File: src/rtl/serial_adder_ctrl_if.sv
// Handshake/data bundle between an operand source and the serial adder.
// The source drives start and the operands; the adder returns status and result.
interface serial_adder_ctrl_if #(
  parameter int W = 8
) ();
  logic         start;
  logic [W-1:0] op_a;
  logic [W-1:0] op_b;
  logic         busy;
  logic         done;
  logic [W-1:0] sum;
  logic         cout;

  modport master (
    output start, op_a, op_b,
    input  busy, done, sum, cout
  );

  modport slave (
    input  start, op_a, op_b,
    output busy, done, sum, cout
  );
endinterface

File: src/rtl/serial_adder_ctrl.sv
// Bit-serial W-bit adder. Operands are latched on an accepted start and
// shifted LSB-first through a full-adder cell built from two half adders.
// The running carry lives in a flop; the sum is assembled MSB-in in a
// shift register and completion is flagged with a one-cycle done pulse.

module half_adder (
  input  logic a,
  input  logic b,
  output logic s,
  output logic c
);
  assign s = a ^ b;
  assign c = a & b;
endmodule

// state | meaning
// IDLE  | waiting for start; result outputs hold the last sum/cout
// SHIFT | W edges of bit-serial add, then one terminal-count cycle
// DONE  | one-cycle done pulse; start here is accepted back-to-back
module serial_adder_ctrl #(
  parameter int W = 8
) (
  input  logic                clk,
  input  logic                rst_n,
  serial_adder_ctrl_if.slave  bus
);
  localparam int            CW       = $clog2(W) + 1;
  localparam logic [CW-1:0] CNT_LAST = CW'(W);
  localparam logic [CW-1:0] CNT_PEN  = CW'(W - 1);

  typedef enum logic [1:0] {
    IDLE  = 2'd0,
    SHIFT = 2'd1,
    DONE  = 2'd2
  } state_t;

  state_t        state;
  state_t        state_nxt;
  logic          load;
  logic          shift;
  logic [W-1:0]  a_sr;
  logic [W-1:0]  b_sr;
  logic [W-1:0]  sum_sr;
  logic [W-1:0]  s_msb;
  logic [CW-1:0] cnt;
  logic          carry;
  logic          cout_q;
  logic          busy_q;
  logic          done_q;
  logic          s1;
  logic          c1;
  logic          s_bit;
  logic          c2;
  logic          carry_nxt;

  half_adder u_ha1 (.a(a_sr[0]), .b(b_sr[0]), .s(s1),    .c(c1));
  half_adder u_ha2 (.a(s1),      .b(carry),   .s(s_bit), .c(c2));

  assign carry_nxt = c1 | c2;

  // Place the new sum bit at the MSB position; written this way so W=1 needs no special slice.
  always_comb begin
    s_msb        = '0;
    s_msb[W-1]   = s_bit;
  end

  // State register.
  always_ff @(posedge clk or negedge rst_n) begin
    if (!rst_n) begin
      state <= IDLE;
    end else begin
      state <= state_nxt;
    end
  end

  // Next-state and datapath enables. The cycle after the W-th shift edge
  // is the terminal-count cycle: no shift, just the move to DONE.
  always_comb begin
    state_nxt = state;
    load      = 1'b0;
    shift     = 1'b0;
    case (state)
      IDLE: begin
        if (bus.start) begin
          load      = 1'b1;
          state_nxt = SHIFT;
        end
      end
      SHIFT: begin
        if (cnt == CNT_LAST) begin
          state_nxt = DONE;
        end else begin
          shift = 1'b1;
        end
      end
      DONE: begin
        if (bus.start) begin
          load      = 1'b1;
          state_nxt = SHIFT;
        end else begin
          state_nxt = IDLE;
        end
      end
      default: state_nxt = IDLE;
    endcase
  end

  // Operand shifters, carry flop, bit counter and sum assembly.
  always_ff @(posedge clk or negedge rst_n) begin
    if (!rst_n) begin
      a_sr   <= '0;
      b_sr   <= '0;
      sum_sr <= '0;
      cnt    <= '0;
      carry  <= 1'b0;
      cout_q <= 1'b0;
    end else if (load) begin
      a_sr   <= bus.op_a;
      b_sr   <= bus.op_b;
      sum_sr <= '0;
      cnt    <= '0;
      carry  <= 1'b0;
      cout_q <= 1'b0;
    end else if (shift) begin
      a_sr   <= a_sr >> 1;
      b_sr   <= b_sr >> 1;
      sum_sr <= (sum_sr >> 1) | s_msb;
      cnt    <= cnt + 1'b1;
      carry  <= carry_nxt;
      if (cnt == CNT_PEN) begin
        cout_q <= carry_nxt;
      end
    end
  end

  // Status flags registered from the next state so outputs come straight off flops.
  always_ff @(posedge clk or negedge rst_n) begin
    if (!rst_n) begin
      busy_q <= 1'b0;
      done_q <= 1'b0;
    end else begin
      busy_q <= (state_nxt == SHIFT);
      done_q <= (state_nxt == DONE);
    end
  end

  assign bus.busy = busy_q;
  assign bus.done = done_q;
  assign bus.sum  = sum_sr;
  assign bus.cout = cout_q;

endmodule

File: src/flat_wrapper.sv
// flat-port wrapper written by rule: the top's interface ports become plain ports
module serial_adder_ctrl_flat 
#(
  parameter int W = 8
)
  (clk, rst_n, bus_start, bus_op_a, bus_op_b, bus_busy, bus_done, bus_sum, bus_cout);
  serial_adder_ctrl_if #(.W(W)) bus_i ();
  input  logic clk;
  input  logic rst_n;
  input wire logic [$bits(bus_i.start)-1:0] bus_start;
  input wire logic [$bits(bus_i.op_a)-1:0] bus_op_a;
  input wire logic [$bits(bus_i.op_b)-1:0] bus_op_b;
  output wire logic [$bits(bus_i.busy)-1:0] bus_busy;
  output wire logic [$bits(bus_i.done)-1:0] bus_done;
  output wire logic [$bits(bus_i.sum)-1:0] bus_sum;
  output wire logic [$bits(bus_i.cout)-1:0] bus_cout;
  assign bus_i.start = bus_start;
  assign bus_i.op_a = bus_op_a;
  assign bus_i.op_b = bus_op_b;
  assign bus_busy = bus_i.busy;
  assign bus_done = bus_i.done;
  assign bus_sum = bus_i.sum;
  assign bus_cout = bus_i.cout;
  serial_adder_ctrl #(.W(W)) u_core (.clk(clk), .rst_n(rst_n), .bus(bus_i));
endmodule
File: config.mk
export PLATFORM = sky130hd
export DESIGN_NAME = serial_adder_ctrl_flat
export DESIGN_NICKNAME = d
export VERILOG_FILES = /design/src/rtl/serial_adder_ctrl_if.sv /design/src/rtl/serial_adder_ctrl.sv /design/src/flat_wrapper.sv
export SDC_FILE = /design/constraint.sdc
export NUM_CORES = 1
export LEC_CHECK = 0
export CORE_ASPECT_RATIO = 1.2
export CORE_UTILIZATION = 50
export CTS_CLUSTER_DIAMETER = 50
export DETAILED_ROUTE_END_ITERATION = 16
export GPL_TIMING_DRIVEN = 0
export PLACE_DENSITY = 0.81
export SYNTH_ARGS = -nofsm -noshare
export SYNTH_HDL_FRONTEND = slang
export SYNTH_SLANG_ARGS = --single-unit
File: constraint.sdc
create_clock -name clk -period 3.8 [get_ports clk]
set_input_delay 0.76 -clock clk [delete_from_list [all_inputs] [get_ports clk]]
set_output_delay 0.76 -clock clk [all_outputs]
set_load 0.02 [all_outputs]
# Word-level counts from Yosys, hierarchy flattened
# Cells that the tools add are included.
# classes
n_addsub,1
n_eq_ne,6
mux,21
bitwise,6
reduce_logical,5
# op_table
op,n
2-to-1 mux 8 bit,6
2-to-1 mux 1 bit,10
2-to-1 mux 4 bit,2
OR 7 x 8 -> 8 bit,1
one-hot mux 2 bit (3 select lines),1
adder 4 x 1 -> 4 bit (second input constant),1
== test 2 x 1 -> 1 bit (second input constant),2
== test 2 bit (second input constant),2
== test 4 x 3 -> 1 bit (second input constant),1
== test 4 bit (second input constant),1
2-to-1 mux 2 bit,2
nonzero test 2 bit,2
bitwise AND 1 bit,2
logical NOT 2 bit,1
AND reduction 2 bit,1
OR reduction 2 bit,1
XOR 1 bit,2
OR 1 bit,1
# totals
regBits,34
out_inout_bits,11
word_cells,48

# Logic depth before layout (Yosys ltp)
# depth
word_depth,6
depth_mapped,7
depth_no_buf,5

# Modules after synthesis
# From an unflattened synthesis, not the netlist that was laid out.
# unflattened
cells_unflattened,154
area_unflattened_um2,1654.1
# by_module_without_submodules
module,n_inst,cells_each,area_each_um2
serial_adder_ctrl,1,152,1629.1
half_adder,2,1,12.5

# Worst setup path before layout
# No wires, ideal clock.
# synth_timing
path_type,input to register
start,input port bus_start
end,register u_core.a_sr[2]
setup_time_ps,126
arrival_time_ps,1413
required_time_ps,3674
setup_slack_ps,2261
path_stages,3
n_path_buf,1
cell_sequence,and2b_1 > buf_2 > a221o_1
# synth_between
elab_chain_cells,3
word_cells_on_any_way,4
classes_between,3 x mux; 1 x reduce/logical
# synth_rtl
item,line_no,source
from (decl),flat_wrapper.sv:10,input wire logic [$bits(bus_i.start)-1:0] bus_start;
2-to-1 mux 1 bit *,"serial_adder_ctrl.sv:84, serial_adder_ctrl.sv:97",
2-to-1 mux 1 bit *,n/a,
2-to-1 mux 8 bit / nonzero test 2 bit (equally long branches),n/a,
to (signal assigned),serial_adder_ctrl.sv:118,a_sr <= bus.op_a;
to (signal assigned),serial_adder_ctrl.sv:125,a_sr <= a_sr >> 1;
to (decl),serial_adder_ctrl.sv:41,logic [W-1:0] a_sr;
# Mark *: on every way between the ends. The rest lies on a longest branch, timed or not.
# A chain may end at the register's enable or synchronous reset.

# Final worst setup path
# layout_timing
start,register u_core.sum_sr[6] (netlist: u_core.bus.sum[6])
end,output port bus_sum[6]
# layout_rtl
item,line_no,source
from (decl),serial_adder_ctrl.sv:43,logic [W-1:0] sum_sr;
from (signal assigned),serial_adder_ctrl.sv:127,sum_sr <= (sum_sr >> 1) | s_msb;
to (decl),flat_wrapper.sv:15,output wire logic [$bits(bus_i.sum)-1:0] bus_sum;
# No word-level cell between the ends.

==> run metrics <==
FMAX 0.4753 GHz; vias in the first global route 1325; # clock sinks 34; worst path buffer plus inverter count 1; drt initial violations 48; startpoint types flop; main combinational cell family by area after synthesis compound AO/OA/AOI/OAI gates; clock buffer depth 2; wire length per cell ~16 µm; Seq/Total Area, Yosys 0.5219; Critical-path top delay cell clkdlybuf4s50_1; async set-reset flop share out of synthesis 1.000; Routed Antenna Nets 0; post-route insts no fill 223; Initial Util 0.5288; worst vdd ir 0.5216 mV; CTS Buf Count 5; crit-path max cell delay 0.62 ns; Synth Flop Type dfrtp_1; Clock Skews approximately 0.012 ns; multiplexer area fraction after synthesis 0.01305; Setup Buffers After CTS 0; die width 54.13 µm; WHS just under 0.5 ns; Synth Area in Simple Gates 0.1665; total grt overflow 0; max-slew violations 0; Core Region 3083 µm²; post_cts resized 0; cts-stage hold buffer count 0; Worst Setup End Kind primary output; Tot GR Track Use 0.2394; RSZ-0062 raised after global routing false; Final Cell Area 2021 µm²; FF+latch count, synth 34; fill cell count roughly 260; initial antenna violation count 0; placed instance count 215; Static Leak 0.9347 nW; die height around 65 µm; I/O pin cnt 30; Fin. Hold Viols 0; first-pass GRT wire length roughly 6000 µm; CP Cell Sequence clkdlybuf4s50_1; critical path's top delay family buffers and inverters; Nets around 210; area grow syn2layout 23.94%; Synth top area share 0.5219; syn nets 172; number of port buffers 29; Worst slew margin 0.4932; synthesized instance count 150; Crit path required time 3.04 ns; Yosys cell types 31; placed cell area 1961 µm²; row count 22; crit path DAT 1.34 ns; Post-Synth Adder-Cell Area 0.02763; layout cells sized above 1 0.1872; H-tree levels 2; TritonRoute pass-1 iters 4; post-synth top area cell dfrtp_1; Crit Path Class flop to primary output; Tcrit/Tclk final 0.5536; antenna cells 0; DR vias/cell 5.821; pin count of the biggest net entering global routing 35; post-synthesis compound-gate area fraction 0.1980; Max Cap Viol 0; die area 3494 µm²; Post-Place Setup Slack 1.736 ns; xor/xnor share of the synthesized area 0; routed wire length 3572 µm; Clk Tree Root Cell clkbuf_4; syn avg cell area 10.87 µm²; cell area after synthesis 1630 µm²; Hold Path Class input port to async pin; DR vias 1298; sum of negative setup slack 0 ns; most area-consuming cells after synthesis dfrtp_1 (52%), o21ai_2 (5.4%), a221o_1 (4.9%); final setup margin 1.696 ns; Placer Congestion 0.8291; CTS tree built; Critical Path Fanout Max 3; final setup vio count 0; status finished clean; synth warn 0; dpl hpwl 2444 µm; clock period minus worst slack 2.104 ns; Worst-path clk slew 0.10 ns; worst slew pin tran 0.7601 ns; worst-skew pair later-pin latency 0.34 ns; Pwr Density 819.8 nW/µm²; Post-synth EDFFs 0; DRC 0
[state kept, by name (all words and copies together) (netlist names), 2 cells and up]
| register | count |
|---|---|
| u_core.a_sr | 8 |
| u_core.b_sr | 8 |
| u_core.state | 2 |
| u_core.bus.sum | 8 |
| u_core.cnt | 4 |
[power by group]
part | total [mW] | internal (mW) | switching (mW) | leakage (nW)
Combinational | 0.823 | 0.390 | 0.433 | 0.471
Sequential | 0.624 | 0.519 | 0.105 | 0.429
Clock | 0.211 | 0.0896 | 0.121 | 0.0353
[worst paths after layout]
| path | endpoint | slack [ns] | cells past startpoint | start |
|---|---|---|---|---|
| setup / recovery | bus_sum[6] | 1.70 | 1 | u_core.bus.sum[6] |
| hold / removal | u_core.bus.sum[6] | 0.48 | 1 | rst_n |
| setup reg to reg | u_core.b_sr[7] | 2.21 | 7 | u_core.cnt[0] |
| hold reg to reg | u_core.a_sr[6] | 0.53 | 1 | u_core.a_sr[6] |
| max in group asynchronous | u_core.b_sr[7] | 2.83 | 1 | rst_n |
| min in group clk | u_core.a_sr[6] | 0.53 | 1 | u_core.a_sr[6] |
[placed cells by master (no fill, tap or decap), types with 2 or more instances in the layout]
cell,count
buf_2,6
buf_6,4
nor2_1,8
nand2_1,14
clkbuf_1,2
nand3_1,10
o21ai_2,10
dfrtp_1,34
a21oi_1,8
clkbuf_4,5
o21ai_0,7
a221o_1,8
and2b_1,2
ha_1,2
nand2b_1,2
o31ai_1,2
buf_4,2
inv_1,4
and3_1,8
a31oi_1,7
clkdlybuf4s50_1,28
[Yosys cell counts, types with 2 or more instances]
cell type / instances
nand2_1: 14
o21ai_0: 7
and3_1: 8
o21ai_2: 10
nand3_1: 10
ha_1: 2
a31oi_1: 7
inv_1: 4
buf_6: 4
buf_4: 2
a21oi_1: 8
dfrtp_1: 34
o31ai_1: 2
and2b_1: 2
nor2_1: 8
a221o_1: 8
nand2b_1: 2
buf_2: 5
[through the flow]
| stage | power [mW] | util |
|---|---|---|
| finish | 1.657 | 0.6554 |
| global route | 1.782 | 0.6554 |
| CTS | 1.668 | 0.6554 |
| detailed placement | 1.456 | 0.6360 |
| global placement | 1.428 | 0.6376 |
| floorplan | 1.199 | - |
[per-layer routing]
metal,GRT usage,part of all wire,up-vias
met5,0,0,-
met4,0.06731,0.013,0
met3,0.07042,0.051,6
met2,0.3704,0.49,39
met1,0.3201,0.44,643
li1,-,-,610
[logic make-up (layout without fill, tap and decap cells)]
logic type / Yosys count / in the layout
and+or+nand+nor: 50 / 50
AOI/OAI and AO/OA: 44 / 44
DFF: 34 / 34
buffers and inverters: 17 / 54
adders and majority gates: 3 / 3
muxes: 2 / 2
[area by class of cell]
class                           count  area [µm²]  area share
Sequential cell                    34       850.8      0.4211
Multi-Input combinational cell     99       660.6      0.3269
Timing Repair Buffer               29       285.3      0.1412
Buffer                             13       103.9     0.05139
Clock buffer                        7       55.05     0.02724
Tap cell                           36       45.04     0.02229
Inverter                            4       15.01    0.007430
Clock inverter                      1       5.005    0.002477
No activity file was read; power rests on OpenSTA's default activity.
